--- src/rtl/uart_debug_responder.sv ---
// ---------------------------------------------------------------------------
// uart_debug_responder
//
// Host-driven debug responder on a UART byte interface. The host sends short
// commands and this block answers each one with a single byte:
//   'R' AH AL     -> reply mem[{AH,AL}]
//   'W' AH AL D   -> mem[{AH,AL}] = D, reply 'K'
//   anything else -> reply '?' (no halt, no bus access)
// For a read or write the CPU is halted, and after a settle time this block
// drives the memory bus as a second initiator. The CPU is released once the
// reply byte has been transmitted.
//
// Build option (macro DBG_CHECKSUM_EN):
//   defined   : each R/W command carries a trailing XOR checksum byte. A bad
//               checksum is answered with '!' without halting or accessing
//               the bus.
//   undefined : the command ends at AL (R) or D (W).
//
// Parameters:
//   TIMEOUT_CYCLES : inter-byte timeout while collecting a command
//   RD_LATENCY     : cycles from mem_addr valid to mem_di valid
//   HALT_SETTLE    : cycles cpu_halt is high before the bus is driven
//
// Ports:
//   clk, rst            clock, asynchronous active-low reset
//   rx_data, rx_done    received byte and its one-cycle valid strobe
//   tx_data, tx_wr      reply byte and one-cycle transmit start
//   tx_done             one-cycle strobe: transmitter finished the byte
//   cpu_halt            CPU frozen, bus owned by this block
//   mem_addr, mem_do    bus address and write data
//   mem_di              bus read data
//   mem_we              one-cycle bus write enable
//   busy                high whenever the FSM is not idle
// ---------------------------------------------------------------------------
module uart_debug_responder #(
  parameter int unsigned TIMEOUT_CYCLES = 5000000,
  parameter int unsigned RD_LATENCY     = 1,
  parameter int unsigned HALT_SETTLE    = 2
) (
  input  logic        clk,
  input  logic        rst,
  input  logic [7:0]  rx_data,
  input  logic        rx_done,
  output logic [7:0]  tx_data,
  output logic        tx_wr,
  input  logic        tx_done,
  output logic        cpu_halt,
  output logic [15:0] mem_addr,
  output logic [7:0]  mem_do,
  input  logic [7:0]  mem_di,
  output logic        mem_we,
  output logic        busy
);

  localparam int unsigned TO_W = (TIMEOUT_CYCLES > 1) ? $clog2(TIMEOUT_CYCLES) : 1;
  localparam logic [TO_W-1:0] TO_LAST     = TO_W'(TIMEOUT_CYCLES - 1);
  localparam logic [7:0]      SETTLE_LAST = (HALT_SETTLE > 1) ? 8'(HALT_SETTLE - 1) : 8'd0;
  localparam logic [7:0]      RD_LAST     = 8'(RD_LATENCY);

  localparam logic [7:0] OP_RD    = 8'h52;  // 'R'
  localparam logic [7:0] OP_WR    = 8'h57;  // 'W'
  localparam logic [7:0] RSP_ACK  = 8'h4B;  // 'K'
  localparam logic [7:0] RSP_BAD  = 8'h3F;  // '?'
`ifdef DBG_CHECKSUM_EN
  localparam logic [7:0] RSP_CSUM = 8'h21;  // '!'
`endif

  typedef enum logic [3:0] {
    S_IDLE,
    S_ADDR_HI,
    S_ADDR_LO,
    S_DATA,
`ifdef DBG_CHECKSUM_EN
    S_CSUM,
`endif
    S_HALT_WAIT,
    S_MEM_RD,
    S_MEM_WR,
    S_TX,
    S_TX_WAIT
  } state_e;

  state_e          state_q, state_d;
  logic            is_wr_q, is_wr_d;
  logic [15:0]     addr_q, addr_d;
  logic [7:0]      data_q, data_d;
  logic [TO_W-1:0] to_cnt_q, to_cnt_d;
  logic [7:0]      wait_cnt_q, wait_cnt_d;
  logic [7:0]      tx_data_q, tx_data_d;
  logic            cpu_halt_q, cpu_halt_d;
  logic [15:0]     mem_addr_q, mem_addr_d;
  logic [7:0]      mem_do_q, mem_do_d;
`ifdef DBG_CHECKSUM_EN
  logic [7:0]      csum_q, csum_d;
`endif
  logic            collecting;

  // NOTE: state registers use non-blocking assignments so every flop samples
  // the pre-edge value of every other flop, independent of process order.
  always_ff @(posedge clk or negedge rst) begin
    if (!rst) begin
      state_q    <= S_IDLE;
      is_wr_q    <= 1'b0;
      addr_q     <= '0;
      data_q     <= '0;
      to_cnt_q   <= '0;
      wait_cnt_q <= '0;
      tx_data_q  <= '0;
      cpu_halt_q <= 1'b0;
      mem_addr_q <= '0;
      mem_do_q   <= '0;
`ifdef DBG_CHECKSUM_EN
      csum_q     <= '0;
`endif
    end else begin
      state_q    <= state_d;
      is_wr_q    <= is_wr_d;
      addr_q     <= addr_d;
      data_q     <= data_d;
      to_cnt_q   <= to_cnt_d;
      wait_cnt_q <= wait_cnt_d;
      tx_data_q  <= tx_data_d;
      cpu_halt_q <= cpu_halt_d;
      mem_addr_q <= mem_addr_d;
      mem_do_q   <= mem_do_d;
`ifdef DBG_CHECKSUM_EN
      csum_q     <= csum_d;
`endif
    end
  end

  // NOTE: every variable assigned here gets a default first, so no path can
  // leave one unassigned and infer a latch.
  always_comb begin
    state_d    = state_q;
    is_wr_d    = is_wr_q;
    addr_d     = addr_q;
    data_d     = data_q;
    to_cnt_d   = '0;
    wait_cnt_d = wait_cnt_q;
    tx_data_d  = tx_data_q;
    cpu_halt_d = cpu_halt_q;
    mem_addr_d = mem_addr_q;
    mem_do_d   = mem_do_q;
`ifdef DBG_CHECKSUM_EN
    csum_d     = csum_q;
`endif

    collecting = (state_q == S_ADDR_HI) || (state_q == S_ADDR_LO) || (state_q == S_DATA);
`ifdef DBG_CHECKSUM_EN
    if (state_q == S_CSUM) collecting = 1'b1;
`endif

    // Inter-byte timeout. A byte arriving on the expiry cycle wins because
    // the byte-state branches below only act on rx_done and override this.
    if (collecting && !rx_done) begin
      if (to_cnt_q == TO_LAST) state_d = S_IDLE;
      else                     to_cnt_d = to_cnt_q + TO_W'(1);
    end

    case (state_q)
      S_IDLE: begin
        if (rx_done) begin
          if (rx_data == OP_RD || rx_data == OP_WR) begin
            is_wr_d = (rx_data == OP_WR);
`ifdef DBG_CHECKSUM_EN
            csum_d  = rx_data;
`endif
            state_d = S_ADDR_HI;
          end else begin
            tx_data_d = RSP_BAD;
            state_d   = S_TX;
          end
        end
      end
      S_ADDR_HI: begin
        if (rx_done) begin
          addr_d[15:8] = rx_data;
`ifdef DBG_CHECKSUM_EN
          csum_d       = csum_q ^ rx_data;
`endif
          state_d      = S_ADDR_LO;
        end
      end
      S_ADDR_LO: begin
        if (rx_done) begin
          addr_d[7:0] = rx_data;
`ifdef DBG_CHECKSUM_EN
          csum_d      = csum_q ^ rx_data;
`endif
          if (is_wr_q) begin
            state_d = S_DATA;
          end else begin
`ifdef DBG_CHECKSUM_EN
            state_d = S_CSUM;
`else
            state_d    = S_HALT_WAIT;
            cpu_halt_d = 1'b1;
            wait_cnt_d = '0;
`endif
          end
        end
      end
      S_DATA: begin
        if (rx_done) begin
          data_d = rx_data;
`ifdef DBG_CHECKSUM_EN
          csum_d  = csum_q ^ rx_data;
          state_d = S_CSUM;
`else
          state_d    = S_HALT_WAIT;
          cpu_halt_d = 1'b1;
          wait_cnt_d = '0;
`endif
        end
      end
`ifdef DBG_CHECKSUM_EN
      S_CSUM: begin
        if (rx_done) begin
          if (rx_data == csum_q) begin
            state_d    = S_HALT_WAIT;
            cpu_halt_d = 1'b1;
            wait_cnt_d = '0;
          end else begin
            tx_data_d = RSP_CSUM;
            state_d   = S_TX;
          end
        end
      end
`endif
      S_HALT_WAIT: begin
        // Bus outputs only change once halt has been stable long enough for
        // the CPU to have let go of the bus.
        if (wait_cnt_q == SETTLE_LAST) begin
          wait_cnt_d = '0;
          mem_addr_d = addr_q;
          if (is_wr_q) begin
            mem_do_d = data_q;
            state_d  = S_MEM_WR;
          end else begin
            state_d  = S_MEM_RD;
          end
        end else begin
          wait_cnt_d = wait_cnt_q + 8'd1;
        end
      end
      S_MEM_RD: begin
        if (wait_cnt_q == RD_LAST) begin
          tx_data_d = mem_di;
          state_d   = S_TX;
        end else begin
          wait_cnt_d = wait_cnt_q + 8'd1;
        end
      end
      S_MEM_WR: begin
        tx_data_d = RSP_ACK;
        state_d   = S_TX;
      end
      S_TX: begin
        state_d = S_TX_WAIT;
      end
      S_TX_WAIT: begin
        if (tx_done) begin
          cpu_halt_d = 1'b0;
          state_d    = S_IDLE;
        end
      end
      default: begin
        state_d = S_IDLE;
      end
    endcase
  end

  // Strobes decode straight from the state register, so each lasts exactly
  // the one cycle spent in its state.
  assign tx_wr    = (state_q == S_TX);
  assign mem_we   = (state_q == S_MEM_WR);
  assign busy     = (state_q != S_IDLE);
  assign tx_data  = tx_data_q;
  assign cpu_halt = cpu_halt_q;
  assign mem_addr = mem_addr_q;
  assign mem_do   = mem_do_q;

endmodule
--- config.mk ---
export PLATFORM = sky130hd
export DESIGN_NAME = uart_debug_responder
export DESIGN_NICKNAME = d
export VERILOG_FILES = /design/src/rtl/uart_debug_responder.sv
export SDC_FILE = /design/constraint.sdc
export NUM_CORES = 1
export LEC_CHECK = 0
export ABC_AREA = 1
export BUFFER_PORTS_ARGS = -buffer_cell sky130_fd_sc_hd__buf_2
export CORE_MARGIN = 3
export CORE_UTILIZATION = 49
export CTS_CLUSTER_SIZE = 24
export DETAILED_ROUTE_END_ITERATION = 16
export HOLD_SLACK_MARGIN = 0.1
export PLACE_DENSITY = 0.69
export SYNTH_ARGS = -nofsm -noshare
export SYNTH_HDL_FRONTEND = slang
export SYNTH_SLANG_ARGS = --single-unit
--- constraint.sdc ---
create_clock -name clk -period 2.2 [get_ports clk]
set_clock_uncertainty 0.2 [all_clocks]
set_input_delay 0.33 -clock clk [delete_from_list [all_inputs] [get_ports clk]]
set_output_delay 0.33 -clock clk [all_outputs]
set_load 0.05 [all_outputs]
==> metrics.md, run 1 <==
| Metric | Value |
|---|---|
| Vert. Die Dim | `101 um` |
| Synthesis-stage register bit count | `93` |
| Routed via count | `3562` |
| Row cnt | `33` |
| Most Crowded Layer GR | `met2` |
| Most frequent cells in the layout | `nand2_1, dfrtp_1, nor2_1` |
| Initial DRC count | `169` |
| Placed Instances | `650` |
| Post-synthesis mux area share | `0.0617` |
| Worst Path Required | `1.67 ns` |
| Post-Synth XOR/XNOR Area | `0.0240` |
| Area Overhead vs Synth | `16.7%` |
| Postcts setup bufs | `0` |
| CTS Buffer Depth | `2` |
| Fmax | `472 MHz` |
| Antenna violations before repair | `0` |
| Crit Path Category | `flip-flop to output port` |
| Leak Pwr | `2.52 nW` |
| Post-synth cell types | `34` |
| Full die area | `10100 um^2` |
| Post-route DRC | `0` |
| Final setup vio count | `0` |
| Mapped Nets | `514` |
| Commonest non-fill, non-tap cell in the layout | `nand2_1` |
| Post-synthesis cell area | `4380 um^2` |
| Period utilization | `0.964` |
| Largest family of logic cells by synthesized area | `simple AND/OR/NAND/NOR gates` |
| Min-Delay Path Class | `input port to flip-flop` |
| CTS tree | `yes` |
| Fill count | `760` |
| Sink Count | `93` |
| Post-layout nets | `589` |
| Outcome | `completed` |
| Final WL | `9660 um` |
| GR Util met2 | `0.349` |
| Max VDD drop | `0.000770 V` |
| Startpoint Class | `flip-flop` |
| ANT cells | `0` |
| Sequential element share of the synthesized area | `0.532` |
| Maximum fanout along the worst path | `10` |
| CTS Buf Count | `9` |
| HPWL after DPL | `7210 um` |
| Synth warnings | `0` |
| Share of cells above drive strength 1 | `0.201` |
| Cell count after synthesis | `491` |
| Non-Filler Instances | `676` |
| Core region area | `8460 um^2` |
| Critical Path Sink Type | `output port` |
| Avg Cell Area, Syn | `8.92 um^2` |
| Die width | `101 um` |
| Final setup margin | `0.0799 ns` |
| Routed Antenna Nets | `0` |
| CTS H-tree lvls | `3` |
| Top Ports | `56` |
| Root buf cell | `clkbuf_8` |
| Largest net degree at the start of global routing | `40` |
| Final slew viol count | `0` |
| First-pass GRT wire length | `16700 um` |
| Grt total ovfl | `0` |
| Worst rel slew slack | `0.685` |
| Grt met1 use | `0.273` |
| Worst slack at placement | `0.194 ns` |
| GR Util met3 | `0.0408` |
| Drt wl/cell | `14.3 um` |
| Gr usage total | `0.207` |
| Simple-gate area share of the yosys netlist | `0.233` |
| Final Wtd Congestion | `0.873` |
| PD cells | `1270 nW/um^2` |
| DR pass1 iterations | `5` |
| Crit path arrival time | `1.59 ns` |
| Max-cap violations | `0` |
| Compound-Gate Fraction of Synth Area | `0.0915` |
| Vias/cell | `5.27` |
| Starting Density | `0.517` |
| Fin. Hold Viols | `0` |
| Adder-Cell Fraction of Synth Area | `0.00857` |
| Worst-path clk slew | `0.10 ns` |
| Tmin final | `2.12 ns` |
| # port buffers | `55` |
| Clk_lat worst skew | `0.36 ns` |
| Vias in the first global route | `3571` |
| Worst slew pin tran | `0.471 ns` |
## routing by layer
metal / part of all wire / vias up
met5: 0 / -
met4: 0.017 / 0
met3: 0.046 / 18
met2: 0.49 / 88
met1: 0.45 / 1693
li1: - / 1763
## critical path, stage by stage, from the launching register on
cell,delay (ns)
dfrtp_2,0.49
inv_2,0.10
nand4_1,0.14
buf_4,0.21
inv_1,0.05
buf_2,0.25
## Yosys cell counts
| cell type | instances | area (um^2) |
|---|---|---|
| and2_1 | 1 | 6.26 |
| nor4_1 | 2 | 12.5 |
| a21oi_1 | 8 | 40.0 |
| a2bb2oi_1 | 1 | 8.76 |
| inv_1 | 42 | 158 |
| ha_1 | 3 | 37.5 |
| o21bai_1 | 2 | 15.0 |
| nor2_4 | 3 | 33.8 |
| nand3_1 | 30 | 150 |
| xnor2_1 | 4 | 35.0 |
| nor3_1 | 12 | 60.1 |
| nand2_1 | 115 | 432 |
| buf_2 | 2 | 10.0 |
| nand4_1 | 9 | 56.3 |
| nor3b_1 | 1 | 7.51 |
| buf_4 | 3 | 22.5 |
| dfrtp_1 | 93 | 2330 |
| mux2_2 | 14 | 158 |
| nor2_1 | 59 | 221 |
| clkbuf_1 | 4 | 15.0 |
| o21ai_0 | 37 | 185 |
| nand2_2 | 3 | 18.8 |
| a31oi_1 | 2 | 12.5 |
| a21boi_0 | 3 | 22.5 |
| inv_2 | 3 | 11.3 |
| o32ai_1 | 1 | 8.76 |
| o211ai_1 | 3 | 22.5 |
| mux2_1 | 10 | 113 |
| nor2_2 | 2 | 12.5 |
| xor2_1 | 8 | 70.1 |
| o21a_1 | 1 | 7.51 |
| o21ai_2 | 8 | 70.1 |
| o31ai_1 | 1 | 7.51 |
| nand3_2 | 1 | 10.0 |
## metrics by stage
stage	hold slack (ns)	total power, mW	setup TNS, ns	util	cell area (um^2)
5_1_grt	0.104	6.97	-0.0156	0.604	5110
4_1_cts	0.101	6.53	0	0.603	5100
2_1_floorplan	-0.166	4.72	0	-	4380
3_5_place_dp	0.0846	5.42	0	0.569	4810
3_3_place_gp	0.0796	5.32	0	0.569	4810
6_report	0.106	6.51	0	0.604	5110
## report_power, final
| group | internal (mW) | switching, mW |
|---|---|---|
| logic | 0.846 | 2.01 |
| registers | 2.21 | 0.349 |
| clock network | 0.460 | 0.632 |
## state kept, by name (all words and copies together), names as in the netlist
name,flops
data_q,8
addr_q,16
mem_addr,16
is_wr_q,1
wait_cnt_q,8
cpu_halt,1
state_q,4
tx_data,8
mem_do,8
to_cnt_q,23
## logic make-up after synthesis
group | count (synthesis)
multiplexers | 24
AND/OR/NAND/NOR | 238
XOR/XNOR | 12
buffers and inverters | 54
adder cells (fa/ha/maj) | 3
AO/OA/AOI/OAI | 67
flip-flops | 93
## final timing paths
check	start	end	slack, ns	cells past startpoint
max	state_q[0]	mem_we	0.08	5
min	rx_data[2]	is_wr_q	0.11	3
max reg2reg	to_cnt_q[1]	to_cnt_q[18]	0.20	10
min reg2reg	to_cnt_q[22]	to_cnt_q[22]	0.29	1
max in group asynchronous	rst	state_q[0]	0.92	3
min in group asynchronous	rst	to_cnt_q[19]	0.23	2
## timing repair
| item | 4_1_cts | 5_1_grt |
|---|---|---|
| hold buffers | 10 | 0 |
| endpoints found under the setup margin | 0 | 17 |
| resized for setup | 0 | 3 |
| hold endpoints to repair | 80 | 0 |
## area by class of cell
type	count	area (um^2)	share of cell area
flip-flops and latches	93	2330	0.456
multi-input cells	344	1840	0.360
repair buffers	73	450	0.0881
inverters	45	169	0.0331
clock buffers	10	138	0.0269
well taps	105	131	0.0257
clock inverters	6	50.0	0.00979
(Power assumes the default switching activity.)
==> run 2: changes to the inputs <==
--- a/config.mk
+++ b/config.mk
@@ -9,9 +9,11 @@
 export BUFFER_PORTS_ARGS = -buffer_cell sky130_fd_sc_hd__buf_2
 export CORE_MARGIN = 3
 export CORE_UTILIZATION = 49
+export CTS_CLUSTER_DIAMETER = 60
 export CTS_CLUSTER_SIZE = 24
 export DETAILED_ROUTE_END_ITERATION = 16
 export HOLD_SLACK_MARGIN = 0.1
+export MAX_ROUTING_LAYER = met4
 export PLACE_DENSITY = 0.69
 export SYNTH_ARGS = -nofsm -noshare
 export SYNTH_HDL_FRONTEND = slang
==> metrics.md, run 2 (synthesized netlist as in run 1, its figures left out) <==
| Metric | Value |
|---|---|
| Post-layout nets | `589 (unchanged)` |
| Sink Count | `93 (unchanged)` |
| Grt total ovfl | `0 (unchanged)` |
| Worst slew pin tran | `0.471 ns (unchanged)` |
| Final slew viol count | `0 (unchanged)` |
| Hold WS | `0.106 ns (+0.0000290 ns)` |
| Crit-path slowest cell | `dfrtp_2` |
| Hold path cells | `3 (unchanged)` |
| ANT cells | `0 (unchanged)` |
| Routed Antenna Nets | `0 (unchanged)` |
| Reg2reg start | `to_cnt_q[1]` |
| Root buf cell | `clkbuf_8` |
| Outcome | `completed` |
| Largest net degree at the start of global routing | `40 (unchanged)` |
| Reg area | `2330 um^2 (unchanged)` |
| Share of cells above drive strength 1 | `0.201 (unchanged)` |
| Switching share of power | `0.459 (about the same)` |
| CTS tree | `yes` |
| Startpoint Class | `flip-flop` |
| Clk_lat worst skew | `0.36 ns (about the same)` |
| Reg power frac | `0.393 (about the same)` |
| Core region area | `8460 um^2 (unchanged)` |
| CTS Buffer Depth | `2 (unchanged)` |
| Sw power | `2.99 mW (about the same)` |
| Worst reg-to-reg path cell count | `10 (unchanged)` |
| Leak Pwr | `2.52 nW (unchanged)` |
| Initial DRC count | `167 (-1.2%)` |
| Vias/cell | `5.27 (about the same)` |
| Vert. Die Dim | `101 um (unchanged)` |
| Critical Path Sink Type | `output port` |
| Gate power share | `0.439 (about the same)` |
| First-pass GRT wire length | `16700 um (about the same)` |
| Final WL | `9660 um (unchanged)` |
| Max stage delay on crit path | `0.49 ns (about the same)` |
| Final setup margin | `0.0760 ns (-0.00389 ns)` |
| Row cnt | `33 (unchanged)` |
| Worst Hold Path EP | `is_wr_q` |
| Final setup vio count | `0 (unchanged)` |
| Tmin final | `2.12 ns (+0.00389 ns)` |
| Maximum fanout along the worst path | `10 (unchanged)` |
| Final Wtd Congestion | `0.888 (+1.6%)` |
| DR pass1 iterations | `5 (unchanged)` |
| PD cells | `1270 nW/um^2 (about the same)` |
| Period utilization | `0.965 (+0.00177)` |
| Worst Path Required | `1.67 ns (about the same)` |
| # port buffers | `55 (unchanged)` |
| Top reg by flops | `to_cnt_q` |
| Max VDD drop | `0.000770 V (about the same)` |
| Fmax | `471 MHz (-0.18%)` |
| P_int | `3.52 mW (unchanged)` |
| Die width | `101 um (unchanged)` |
| Postcts setup bufs | `0 (unchanged)` |
| Drt wl/cell | `14.3 um (unchanged)` |
| Max-cap violations | `0 (unchanged)` |
| Vias in the first global route | `3573 (+0.056%)` |
| Post-route DRC | `0 (unchanged)` |
| Worst-path clk slew | `0.10 ns (about the same)` |
| Worst R2R Setup Slack | `0.20 ns (about the same)` |
| Starting Density | `0.517 (unchanged)` |
| Area of the multi-input gates | `1840 um^2 (unchanged)` |
| Fill count | `760 (unchanged)` |
| R2r endpoint | `to_cnt_q[18]` |
| CTS Buf Count | `9 (unchanged)` |
| Fin. Hold Viols | `0 (unchanged)` |
| Worst rel slew slack | `0.685 (unchanged)` |
| Crit Path Category | `flip-flop to output port` |
| Area Overhead vs Synth | `16.7% (unchanged)` |
| Routed via count | `3563 (+0.028%)` |
| Min-Delay Path Class | `input port to flip-flop` |
| Commonest non-fill, non-tap cell in the layout | `nand2_1` |
| Full die area | `10100 um^2 (unchanged)` |
| CP Cell Sequence | `inv_2 > nand4_1 > buf_4 > inv_1 > buf_2` |
| Gr usage total | `0.213 (+0.00614)` |
| Antenna violations before repair | `0 (unchanged)` |
| Worst slack at placement | `0.194 ns (unchanged)` |
| Clock power share | `0.168 (about the same)` |
| Final core occ | `0.604 (unchanged)` |
| HP Start | `rx_data[2]` |
| Setup TNS | `0 ns (unchanged)` |
| Overall power | `6.51 mW (about the same)` |
| HPWL after DPL | `7210 um (unchanged)` |
| Top Ports | `56 (unchanged)` |
| Most frequent cells in the layout | `nand2_1, dfrtp_1, nor2_1` |
| Max reg flops | `23 (unchanged)` |
| CTS H-tree lvls | `3 (unchanged)` |
| Crit path arrival time | `1.59 ns (about the same)` |
## run 2: cell counts in the layout (fill, tap and decap cells not counted)
Identical to the previous run, type by type.
## run 2: worst max-delay path, delay by kind of cell, from the launching register on
family,cells,cell delay (ns)
buffers and inverters,4,0.61
DFF,1,0.49
and+or+nand+nor,1,0.14
## run 2: what timing repair did
action | 4_1_cts | 5_1_grt
setup endpoints to repair | 0 | 17
gates resized for setup | 0 | 3
hold buffers | 10 | 0
hold endpoints to repair | 80 | 0
## run 2: worst max path at each step
stage / to / depth (start not counted) / startpoint / slack, ns
after global placement: tx_data[0] / 6 / state_q[2] / 0.26
final: mem_we / 5 / state_q[0] / 0.08
after CTS: mem_we / 5 / state_q[0] / 0.04
after floorplan: tx_data[6] / 7 / state_q[2] / 0.13
after global routing: mem_we / 5 / state_q[0] / -0.02
after detailed placement: to_cnt_q[9] / 8 / state_q[1] / 0.19
## run 2: metrics by stage
step                cells  cell area [um^2]
detailed placement    650              4810
global placement      650              4810
finish                676              5110
floorplan             491              4380
CTS                   676              5100
global route          676              5110
## run 2: area by class of cell
cell class,count,area share
Timing Repair Buffer,73,0.0881
Multi-Input combinational cell,344,0.360
Sequential cell,93,0.456
Inverter,45,0.0331
Clock inverter,6,0.00979
Tap cell,105,0.0257
Clock buffer,10,0.0269
## run 2: metal layers
metal  GRT usage  up-vias  wire length (um)
li1            -     1763                 -
met1       0.273     1694              4320
met2       0.349       88              4740
met3      0.0408       18               439
met4      0.0591        0               170
met5           -        -                 0
## run 2: power by group through the flow
stage                     Combinational (mW)  Clock (mW)  Sequential, mW
after floorplan                         1.55           0            3.17
after CTS                               2.86        1.12            2.55
after detailed placement                2.84           0            2.58
after global routing                    3.14        1.19            2.63
after global placement                  2.77           0            2.56
final                                   2.86        1.09            2.56
==> run 3: changes to the inputs <==
--- a/config.mk
+++ b/config.mk
@@ -6,15 +6,14 @@
 export NUM_CORES = 1
 export LEC_CHECK = 0
 export ABC_AREA = 1
-export BUFFER_PORTS_ARGS = -buffer_cell sky130_fd_sc_hd__buf_2
 export CORE_MARGIN = 3
 export CORE_UTILIZATION = 49
 export CTS_CLUSTER_DIAMETER = 60
 export CTS_CLUSTER_SIZE = 24
 export DETAILED_ROUTE_END_ITERATION = 16
+export DONT_BUFFER_PORTS = 1
 export HOLD_SLACK_MARGIN = 0.1
 export MAX_ROUTING_LAYER = met4
-export PLACE_DENSITY = 0.69
 export SYNTH_ARGS = -nofsm -noshare
 export SYNTH_HDL_FRONTEND = slang
 export SYNTH_SLANG_ARGS = --single-unit
==> metrics.md, run 3 (synthesized netlist as in run 1, its figures left out) <==
| Metric | Value |
|---|---|
| Top Ports | `56 (unchanged)` |
| Initial DRC count | `154 (-7.8%)` |
| # port buffers | `0 (-100%)` |
| DR pass1 iterations | `4 (-1)` |
| Tmin final | `2.09 ns (-0.0347 ns)` |
| Overall power | `6.42 mW (-1.4%)` |
| Antenna violations before repair | `0 (unchanged)` |
| Non-Filler Instances | `635 (-6.1%)` |
| Final setup vio count | `0 (unchanged)` |
| RSZ-0062 raised after global routing | `no` |
| Startpoint Class | `flip-flop` |
| Max reg flops | `23 (unchanged)` |
| Full die area | `10100 um^2 (unchanged)` |
| Reg area | `2330 um^2 (-0.11%)` |
| Post-layout nets | `548 (-7.0%)` |
| Maximum fanout along the worst path | `7 (-3)` |
| Most frequent cells in the layout | `nand2_1, dfrtp_1, nor2_1` |
| Sink Count | `93 (unchanged)` |
| Reg2reg start | `state_q[1]` |
| Outcome | `finished, violations left` |
| Commonest non-fill, non-tap cell in the layout | `nand2_1` |
| Routed Antenna Nets | `0 (unchanged)` |
| Grt total ovfl | `0 (unchanged)` |
| Setup TNS | `0 ns (unchanged)` |
| CTS H-tree lvls | `3 (unchanged)` |
| Worst Path Required | `1.67 ns (about the same)` |
| Fin. Hold Viols | `93 (+93)` |
| Largest net degree at the start of global routing | `94 (+140%)` |
| Row cnt | `33 (unchanged)` |
| Routed via count | `3336 (-6.4%)` |
| PD cells | `1290 nW/um^2 (+1.1%)` |
| Drt wl/cell | `15.0 um (+4.9%)` |
| CTS Buffer Depth | `2 (unchanged)` |
| Gr usage total | `0.212 (-0.00112)` |
| Placed Instances | `599 (-7.8%)` |
| Die width | `101 um (unchanged)` |
| Vias/cell | `5.25 (-0.33%)` |
| Final slew viol count | `0 (unchanged)` |
| CTS tree | `yes` |
| Final setup margin | `0.111 ns (+0.0347 ns)` |
| Share of cells above drive strength 1 | `0.119 (-0.0825)` |
| Fill count | `754 (-0.79%)` |
| Crit Path Category | `flip-flop to output port` |
| Period utilization | `0.950 (-0.0158)` |
| Worst slew pin tran | `0.511 ns (+0.0398 ns)` |
| Area of the multi-input gates | `1850 um^2 (+0.68%)` |
| Area Overhead vs Synth | `13.8%` |
| Max-cap violations | `0 (unchanged)` |
| CTS Buf Count | `9 (unchanged)` |
| Worst-path clk slew | `0.10 ns (about the same)` |
| Worst slack at placement | `0.248 ns (+0.0541 ns)` |
| Final WL | `9520 um (-1.4%)` |
| Clk_lat worst skew | `0.36 ns (about the same)` |
| Violated checks | `hold timing` |
| Vert. Die Dim | `101 um (unchanged)` |
| Max VDD drop | `0.000701 V (-9.0%)` |
| Crit path arrival time | `1.56 ns (-0.03 ns)` |
| Post-route DRC | `0 (unchanged)` |
| Critical Path Sink Type | `output port` |
| Min-Delay Path Class | `input port to async pin` |
| First-pass GRT wire length | `16500 um (-1.3%)` |
| Core region area | `8460 um^2 (unchanged)` |
| Final core occ | `0.588 (-0.0152)` |
| HPWL after DPL | `6690 um (-7.3%)` |
| Worst rel slew slack | `0.660 (-0.0258)` |
| Hold WS | `-0.543 ns (-0.649 ns)` |
| Fmax | `479 MHz (+1.7%)` |
| ANT cells | `0 (unchanged)` |
| Final Wtd Congestion | `0.864 (-2.7%)` |
| Crit path launch | `state_q[2]` |
| Leak Pwr | `2.35 nW (-6.7%)` |
| Hold buffers post-CTS | `20 (+10)` |
| Root buf cell | `clkbuf_8` |
| Top reg by flops | `to_cnt_q` |
| Vias in the first global route | `3428 (-4.1%)` |
| Starting Density | `0.517 (unchanged)` |
-- run 3: changes by cell type in the layout (fill, tap and decap cells not counted), sizes merged --
cell,delta
buf,-51
bufinv,+1
clkinvlp,-1
dlygate4sd3,+9
dlymetal6s4s,+1
-- run 3: what timing repair did --
action | in CTS | in global routing
resized for setup | 0 | 5
setup buffers | 0 | 0
endpoints found under the setup margin | 0 | 1
endpoints found under the hold margin | 132 | 93
-- run 3: path summary, 6_finish.rpt --
kind | endpoint | slack (ns) | cells after the start
max in group asynchronous | data_q[2] | 2.15 | 0
hold / removal | to_cnt_q[8] | -0.54 | 0
min in group clk | state_q[2] | 0.10 | 4
setup reg to reg | is_wr_q | 0.16 | 8
setup / recovery | mem_we | 0.11 | 2
hold reg to reg | to_cnt_q[22] | 0.28 | 1
-- run 3: cell type report --
type / instances / area share
clock buffer: 10 / 0.0256
clock inverter: 6 / 0.0158
inverter: 45 / 0.0339
multi-input combinational: 344 / 0.372
sequential: 93 / 0.467
tap: 105 / 0.0264
timing repair buffer: 32 / 0.0588
-- run 3: layer usage --
| metal | global-route usage | routed length [um] | up-vias | part of all wire |
|---|---|---|---|---|
| li1 | - | - | 1680 | - |
| met1 | 0.268 | 4330 | 1587 | 0.45 |
| met2 | 0.340 | 4610 | 61 | 0.48 |
| met3 | 0.0561 | 499 | 8 | 0.052 |
| met4 | 0.0580 | 91 | 0 | 0.0096 |
| met5 | - | 0 | - | 0 |
-- run 3: report_power, final --
group,leakage [nW],total (mW),switching [mW],internal (mW)
clock network,0.105,1.20,0.652,0.553
logic,1.03,1.97,1.23,0.738
registers,1.22,3.24,1.05,2.20
total,2.35,6.42,2.93,3.49
-- run 3: critical path, stage by stage, from the launching register on --
cell     delay, ns
dfrtp_1       0.51
nand4_1       0.28
inv_1         0.41
-- run 3: metrics by stage --
stage	instance area (um^2)	hold slack [ns]
finish	4980	-0.543
global route	4980	-0.573
CTS	4960	-0.567
detailed placement	4550	-0.162
global placement	4550	-0.162
floorplan	4380	-0.166
